<file path="config.mk">
export PLATFORM = sky130hd
export DESIGN_NAME = gpr_cdb_arbiter_flat
export DESIGN_NICKNAME = d
export VERILOG_FILES = /design/src/rtl/gpr_cdb_arbiter_pkg.sv /design/src/rtl/gpr_cdb_arbiter_if.sv /design/src/rtl/gpr_cdb_arbiter_rr_pick.sv /design/src/rtl/gpr_cdb_arbiter.sv /design/src/flat_wrapper.sv
export SDC_FILE = /design/constraint.sdc
export NUM_CORES = 1
export LEC_CHECK = 0
export ABC_AREA = 1
export CAP_MARGIN = 25
export CORE_AREA = 2 2 76 92
export CTS_CLUSTER_SIZE = 28
export DETAILED_ROUTE_END_ITERATION = 12
export DIE_AREA = 0 0 78 94
export PLACE_DENSITY = 0.81
export SETUP_SLACK_MARGIN = 0.05
export SYNTH_ARGS = -nofsm -noshare
export SYNTH_HDL_FRONTEND = slang
export SYNTH_SLANG_ARGS = --single-unit
</file>
<file path="constraint.sdc">
create_clock -name clk -period 3 [get_ports clk]
set_clock_uncertainty 0.1 [all_clocks]
set_input_delay 0.6 -clock clk [delete_from_list [all_inputs] [get_ports clk]]
set_output_delay 0.6 -clock clk [all_outputs]
set_load 0.01 [all_outputs]
</file>
<file path="src/rtl/gpr_cdb_arbiter_pkg.sv">
// GPR CDB arbiter shared types: CDB broadcast bundle, ROB tag width, requester slots.
// Shared by the arbiter, its interface and anything wiring up the GPR CDB.
package gpr_cdb_arbiter_pkg;

    localparam int ROB_WIDTH = 6;

    // Fixed requester slots on the GPR CDB
    localparam int REQ_MOV     = 0;
    localparam int REQ_ALU     = 1;
    localparam int REQ_FPU2GPR = 2;
    localparam int REQ_LOAD    = 3;
    localparam int N_GPR_REQ   = 4;

    typedef struct packed {
        logic                 valid;
        logic [ROB_WIDTH-1:0] tag;
        logic [31:0]          data;
    } cdb_t;

    function automatic logic tag_match(
        input logic [ROB_WIDTH-1:0] tag,
        input cdb_t                 cdb
    );
        return cdb.valid && (cdb.tag == tag);
    endfunction

endpackage

</file>
<file path="src/rtl/gpr_cdb_arbiter_if.sv">
// GPR CDB request/grant handshake plus broadcast bundle.
// master: requesting units; slave: the arbiter.
interface gpr_cdb_arbiter_if #(
    parameter int N_REQ = 4
);
    import gpr_cdb_arbiter_pkg::*;

    logic [N_REQ-1:0]                req_valid;
    logic [N_REQ-1:0]                req_ready;
    logic [N_REQ-1:0][ROB_WIDTH-1:0] res_tag;
    logic [N_REQ-1:0][31:0]          res_data;
    cdb_t                            gpr_cdb;

    modport master (
        output req_valid, res_tag, res_data,
        input  req_ready, gpr_cdb
    );

    modport slave (
        input  req_valid, res_tag, res_data,
        output req_ready, gpr_cdb
    );

endinterface

</file>
<file path="src/rtl/gpr_cdb_arbiter_rr_pick.sv">
// Combinational round-robin picker: first set bit of vec at or after ptr.
// Wraps with an explicit compare so non-power-of-two N never aliases.
module gpr_cdb_arbiter_rr_pick #(
    parameter  int N = 4,
    localparam int W = $clog2(N)
) (
    input  logic [N-1:0] vec,
    input  logic [W-1:0] ptr,
    output logic [N-1:0] onehot,
    output logic [W-1:0] idx,
    output logic         any
);

    always_comb begin
        int j;
        j      = 0;
        onehot = '0;
        idx    = '0;
        any    = 1'b0;
        for (int k = 0; k < N; k++) begin
            j = int'(ptr) + k;
            if (j >= N) j = j - N;
            if (!any && vec[j]) begin
                any       = 1'b1;
                onehot[j] = 1'b1;
                idx       = W'(j);
            end
        end
    end

endmodule

</file>
<file path="src/rtl/gpr_cdb_arbiter.sv">
// GPR CDB arbiter: round-robin grant, broadcast one cycle after grant.
// Optional per-unit stall counters under `define GPR_CDB_ARB_PERF_EN.
module gpr_cdb_arbiter
    import gpr_cdb_arbiter_pkg::*;
#(
    parameter  int N_REQ = N_GPR_REQ,
    localparam int IDX_W = $clog2(N_REQ)
) (
    input  logic clk,
    input  logic reset_n,
    gpr_cdb_arbiter_if.slave bus
`ifdef GPR_CDB_ARB_PERF_EN
    ,
    output logic [N_REQ-1:0][31:0] stall_cnt
`endif
);

    logic             reset_done;
    logic [IDX_W-1:0] rr_ptr;
    logic             gnt_vld;
    logic [IDX_W-1:0] gnt_idx;

    logic [N_REQ-1:0] pick_onehot;
    logic [IDX_W-1:0] pick_idx;
    logic             pick_any;
    logic             grant;

    gpr_cdb_arbiter_rr_pick #(.N(N_REQ)) u_pick (
        .vec    (bus.req_valid),
        .ptr    (rr_ptr),
        .onehot (pick_onehot),
        .idx    (pick_idx),
        .any    (pick_any)
    );

    // No grants until one clean edge has passed after reset release
    assign grant         = pick_any & reset_done;
    assign bus.req_ready = pick_onehot & {N_REQ{reset_done}};

    always_ff @(posedge clk or negedge reset_n) begin
        if (!reset_n) begin
            reset_done <= 1'b0;
            rr_ptr     <= '0;
            gnt_vld    <= 1'b0;
            gnt_idx    <= '0;
        end else begin
            reset_done <= 1'b1;
            gnt_vld    <= grant;
            if (grant) begin
                gnt_idx <= pick_idx;
                rr_ptr  <= (pick_idx == IDX_W'(N_REQ - 1)) ?
                           '0 : pick_idx + 1'b1;
            end
        end
    end

    always_comb begin
        bus.gpr_cdb.valid = gnt_vld;
        bus.gpr_cdb.tag   = 'x;
        bus.gpr_cdb.data  = 'x;
        if (gnt_vld) begin
            bus.gpr_cdb.tag  = bus.res_tag[gnt_idx];
            bus.gpr_cdb.data = bus.res_data[gnt_idx];
        end
    end

`ifdef GPR_CDB_ARB_PERF_EN
    always_ff @(posedge clk or negedge reset_n) begin
        if (!reset_n) begin
            stall_cnt <= '0;
        end else begin
            for (int i = 0; i < N_REQ; i++) begin
                if (bus.req_valid[i] && !bus.req_ready[i] &&
                    stall_cnt[i] != 32'hFFFF_FFFF)
                    stall_cnt[i] <= stall_cnt[i] + 32'd1;
            end
        end
    end
`endif

endmodule

</file>
<file path="src/flat_wrapper.sv">
// flat-port wrapper written by rule: the top's interface ports become plain ports
module gpr_cdb_arbiter_flat import gpr_cdb_arbiter_pkg::*;
#(
    parameter  int N_REQ = N_GPR_REQ,
    localparam int IDX_W = $clog2(N_REQ)
)
  (clk, reset_n, bus_req_valid, bus_res_tag, bus_res_data, bus_req_ready, bus_gpr_cdb);
  gpr_cdb_arbiter_if #(.N_REQ(N_REQ)) bus_i ();
  input  logic clk;
  input  logic reset_n;
  input wire logic [$bits(bus_i.req_valid)-1:0] bus_req_valid;
  input wire logic [$bits(bus_i.res_tag)-1:0] bus_res_tag;
  input wire logic [$bits(bus_i.res_data)-1:0] bus_res_data;
  output wire logic [$bits(bus_i.req_ready)-1:0] bus_req_ready;
  output wire logic [$bits(bus_i.gpr_cdb)-1:0] bus_gpr_cdb;
  assign bus_i.req_valid = bus_req_valid;
  assign bus_i.res_tag = bus_res_tag;
  assign bus_i.res_data = bus_res_data;
  assign bus_req_ready = bus_i.req_ready;
  assign bus_gpr_cdb = bus_i.gpr_cdb;
  gpr_cdb_arbiter #(.N_REQ(N_REQ)) u_core (.clk(clk), .reset_n(reset_n), .bus(bus_i));
endmodule
</file>
==> impl_results.md <==
- Outcome: complete, no violations
- Hpwl dp: 7630 um
- Initial antenna violation count: 2
- DRT antenna net count: 0
- Final Setup Violations: 0
- CP max stage delay: 500 ps
- Sequential cell area: 151 sq um
- Crit-path cells: clkdlybuf4s50_1 -> inv_1 -> nand2_2 -> nand3_4 -> nand2_8 -> nor2_4 -> a22oi_2 -> o211ai_1 -> nand2_1 -> inv_1 -> dlygate4sd2_1
- Fin crit share: 96.8%
- Layout overhead on the synthesized area: 131%
- Syn. warnings: 0
- Ranking of synthesized cells by area: o21ai_0 (21%), nor2_1 (17%), o22ai_1 (14%), dfrtp_1 (8.6%), nand2_1 (5.8%)
- Pre-CTS setup slack: -165 ps
- Overall routing resource usage: 24.7%
- Placed cell areas: 3940 sq um
- Mapped cell area: 1750 sq um
- Nets: 685
- Syn Area/Cell: 5.44 sq um
- Syn Inst Count: 322
- Lkg Pwr: 1.64 nW
- Design Area, Final: 4040 sq um
- Starting DRT DRC Count: 108
- Critical Path AT: 2210 ps
- Worst-Skew Late Latency: 230 ps
- Area of the core: 6410 sq um
- Global-route wire length before repair: 14500 um
- Cts hold-fix bufs: 0
- Placer congestion estimate: 0.951
- CP most frequent cell: inv_1
- Hold Crit Class: input pin to async pin
- Die width: 78 um
- Synth unique cells: 26
- Period minus WS final: 2910 ps
- DRC errors left: 0
- Layout cells sized above 1: 12.6%
- Ys flop type: dfrtp_1
- RSZ-0062 raised after global routing: true
- Max Slew Vio Count: 0
- Routed WL per cell: 15.8 um
- Max clock buf depth: 2
- DR pass1 iterations: 4
- IO Port Bufs: 200
- # clock sinks: 6
- Most common cell after layout, fill and taps aside: clkdlybuf4s50_1
- Starting Density: 27.3%
- Synth area leader: o21ai_0
- Most frequent cells in the layout: clkdlybuf4s50_1 (194), nor2_1 (79), o21ai_0 (74), o22ai_1 (38), nand2_1 (24)
- Crit end category: output pin
- VDD IR max: 0.000739 V
- Vias in the first global route: 2932
- Vias per cell: 5.09
- Row count: 32
- CTS buffer count: 3
- Crit Path Max Fanout: 7
- Die Span Y: 94 um
- Final hold violation count: 0
- N_diodes: 0
- CTS tree: built
- Syn nets: 484
- Pwr per Cell Area: 893 nW/um^2
- Max Cap Viol: 0
- WP data required: 2300 ps
- Setup ws final: 94.9 ps
- Register bit total from synthesis: 6
- Remaining global-route overflow: 0
- Fillcell total: 596
- Die Area: 7330 sq um
- CP max stage cell: clkdlybuf4s50_1
- Top cell type's share of synthesized area: 21.2%
- Achievable clock frequency: 344 MHz
- Clock root buffer: clkbuf_8
- Setup TNS: 0 ps
- Vias after detailed routing: 3087
- WS Path Type: input pin to output pin
- Area of the multi-input gates: 1470 sq um
- Clock transition at path regs: 40 ps
- Post-synth EDFFs: 0
- Startpoint types: input pin
- # H-tree levels: 1
- WL final: 9590 um
- Largest net degree at the start of global routing: 55
- Post-synth ARST share: 100%
- Io pins: 201
- Seq/Total Area, Yosys: 8.58%
worst max-delay path: cells and delay by family:
| family | cells | cell delay [ps] |
|---|---|---|
| buffers and inverters | 4 | 870 |
| AOI/OAI and AO/OA | 2 | 280 |
| and+or+nand+nor | 5 | 450 |
where the power goes:
group / internal, mW / switching, mW / total [mW]
clock network: 0.0917 / 0.0389 / 0.131
logic: 1.58 / 1.73 / 3.31
registers: 0.115 / 0.0533 / 0.168
total: 1.79 / 1.82 / 3.61
path summary, 6_finish.rpt:
kind                                      to  cells past startpoint              from  slack, ps
max reg2reg                 u_core.rr_ptr[1]                     12          register       1040
min in group clk            u_core.rr_ptr[1]                      3  u_core.rr_ptr[1]        580
max                         bus_req_ready[1]                     11  bus_req_valid[1]         90
min                        u_core.gnt_idx[1]                      1           reset_n        520
min reg2reg                 u_core.rr_ptr[1]                      3  u_core.rr_ptr[1]        580
max in group asynchronous  u_core.gnt_idx[0]                      1           reset_n       2050
synth_stat cells, types with 3 or more instances:
| cell type | number |
|---|---|
| o21ai_1 | 4 |
| a22oi_1 | 3 |
| ha_1 | 4 |
| nor2_1 | 79 |
| clkbuf_1 | 24 |
| nor2_2 | 3 |
| nand2_4 | 3 |
| dfrtp_1 | 6 |
| o21ai_0 | 74 |
| nand3_1 | 5 |
| nand2_2 | 8 |
| nand3_2 | 10 |
| nand4_1 | 3 |
| nand2_1 | 27 |
| inv_1 | 17 |
| o22ai_1 | 38 |
routing by layer:
layer  GRT usage [%]  up-vias  routed length (um)
li1                -     1514                   -
met1            26.2     1375                3480
met2            46.6      170                4910
met3            7.12       28                 928
met4            7.60        0                 280
met5               0        -                   0
area by class of cell:
type	count	area share, %
clock buffer	4	1.12
inverter	21	2.14
multi-input combinational	270	36.4
sequential	6	3.75
tap	85	2.63
timing repair buffer	221	54.0
what timing repair did:
action,in CTS,in global routing
cloned,0,0
endpoints found under the setup margin,4,6
pin swaps,1,4
buffers inserted,0,1
resized for setup,5,18
through the flow:
stage	utilization (%)	std cells	hold WS [ps]	total power [mW]
CTS	62.2	606	522	3.49
floorplan	-	322	204	1.85
global route	63.0	607	543	3.92
finish	63.0	607	516	3.61
global placement	61.5	602	550	3.30
detailed placement	61.5	602	577	3.35
logic make-up (layout without fill, tap and decap cells):
group	after synthesis	count (layout)	share of synthesized area [%]
AND/OR/NAND/NOR	139	139	38.0
AO/OA/AOI/OAI	126	126	40.0
buffers and inverters	46	246	10.4
flip-flops	6	6	8.58
adder cells (fa/ha/maj)	4	4	2.86
other	1	1	0.214
Power figures use the tool's default switching activity.
==> patch, RTL diff (same flow settings) <==
Change the package constant `ROB_WIDTH` from 6 to 4.
--- a/src/rtl/gpr_cdb_arbiter_pkg.sv
+++ b/src/rtl/gpr_cdb_arbiter_pkg.sv
@@ -2,7 +2,7 @@
 // Shared by the arbiter, its interface and anything wiring up the GPR CDB.
 package gpr_cdb_arbiter_pkg;
 
-    localparam int ROB_WIDTH = 6;
+    localparam int ROB_WIDTH = 4;
 
     // Fixed requester slots on the GPR CDB
     localparam int REQ_MOV     = 0;
Ports: changed (resized bus_gpr_cdb and bus_res_tag); port bits go from 201 to 191. The function was not compared with the original's and may differ.
==> patch against the unedited design <==
Total power is 4.0% lower; die area did not move; sequential power down 12%; cell area down 4.2%; routed wire length is 7.0% lower; sequential cell count stayed put; area after synthesis fell by 2.4%; setup slack better by 98 ps; global-route usage shrank 1.8 points; maximum frequency is 3.5% higher; first-iteration DRC count shrank 6.5%; critical path type is now reg -> out.
==> patch: results (changes against the unedited design) <==
metric,value,unit,change
Clock transition at path regs,40,ps,about the same
Min Hold Slack,519,ps,was 516 ps
Yosys warnings,0,,unchanged
CP arrival,2110,ps,was 2210 ps
n_diodes,0,,unchanged
post-synth net total,473,,was 484
htree depth,1,,unchanged
routed length on met1,3300,µm,was 3480 µm
R2R setup slack,1050,ps,
Critical Path Sink,bus_req_ready[1],,unchanged
M1 GR Usage,24.8,%,was 26.2%
DR vias,2934,,"was 3,087"
Pre-antenna DRT Iters,4,,unchanged
VDD IR max,0.507,mV,was 0.739 mV
peak fanout along the critical path,5,,was 7
Non-Filler Instances,595,,was 607
routed wire length,8930,µm,was 9590 µm
"Seq/Total Area, Yosys",8.79,%,was 8.58%
CP Launch Type,register,,was input port
Placed Area,3790,µm²,was 3940 µm²
Synth cell types,28,,was 26
RR Endpoint,u_core.rr_ptr[1],,unchanged
GRT met2 Usage,42.7,%,was 46.6%
"Top FF cell, synth",dfrtp_1,,unchanged
Pleak,1.64,nW,about the same
CTS root buffer,clkbuf_8,,unchanged
share of cells above drive strength 1,10.4,%,was 12.6%
status,"complete, no violations",,unchanged
clk_lat worst skew,230,ps,about the same
WL met2,4520,µm,was 4910 µm
Clock Tree Buf Depth,2,,unchanged
GPL Wtd Cong,0.893,,was 0.951
async set-reset flop share out of synthesis,100,%,unchanged
CTS buffer count,3,,unchanged
met3 Usage GRT,5.67,%,was 7.12%
Synth top cells by count,"82 x nor2_1, 73 x o21ai_0, 40 x o22ai_1",,"was 79 x nor2_1, 74 x o21ai_0, 38 x o22ai_1"
hold crit path type,in -> async,,unchanged
DR top layer,met4,,unchanged
FILL cells,615,,was 596
I/O Buffers,190,,was 200
DR iter-0 viols,101,,was 108
antenna violations before repair,0,,was 2
placed wire-length estimate,7110,µm,was 7630 µm
largest net degree at the start of global routing,73,,was 55
met3 routed WL,778,µm,was 928 µm
Reg2Reg Depth,15,,was 12
first-pass GRT wire length,13600,µm,"was 14,500 µm"
largest cells by area after synthesis,"o21ai_0 21%, nor2_1 18%, o22ai_1 15%",,"was o21ai_0 21%, nor2_1 17%, o22ai_1 14%"
Final nets,665,,was 685
GRT Overall Usage,22.9,%,was 24.7%
syn avg cell area,5.35,µm²,was 5.44 µm²
# placed instances,590,,was 602
## patch: cell types whose count changed after synthesis, moves of 3 or more
cell      before  now
nand3_2       10    4
nand3_1        5    8
a22oi_1        3    0
nor2_1        79   82
clkbuf_1      24   21
## patch: kinds of logic after synthesis
| family | after synthesis | synth area share [%] |
|---|---|---|
| AND/OR/NAND/NOR | 139 | 37.7 |
| AO/OA/AOI/OAI | 122 | 39.0 |
| buffers and inverters | 47 | 11.4 |
| flip-flops | 6 | 8.79 |
| adder cells (fa/ha/maj) | 4 | 2.93 |
| other | 1 | 0.220 |
## patch: power by group
part | internal (mW) | total, mW | switching [mW]
Clock | 0.0917 | 0.130 | 0.0387
Combinational | 1.53 | 3.18 | 1.66
Sequential | 0.115 | 0.147 | 0.0320
Total | 1.73 | 3.46 | 1.73
## patch: metrics by stage
step	util (%)	setup WS [ps]
after floorplan	-	556
after global placement	59.2	-206
after detailed placement	59.2	-262
after CTS	60.2	55.7
after global routing	60.4	114
final	60.4	193
## patch: area by class of cell
class | instances | share of cell area (%)
clock buffer | 4 | 1.16
inverter | 23 | 2.43
multi-input combinational | 266 | 35.5
sequential | 6 | 3.91
tap | 85 | 2.75
timing repair buffer | 211 | 54.3
## patch: critical path, cell delays in order, from the launching register on
cell	delay, ps
dfrtp_1	360
inv_2	40
ha_1	350
inv_1	110
nand3_2	100
nand2_4	100
inv_4	60
nand2_4	80
o22ai_1	80
nor2_1	160
o21ai_2	70
nand2_1	60
inv_1	40
dlygate4sd2_1	270
## patch: repair_timing
action / 4_1_cts / 5_1_grt
buffers inserted: 1 / 0
pin swaps: 1 / 3
resized for setup: 5 / 8
endpoints found under the setup margin: 4 / 4
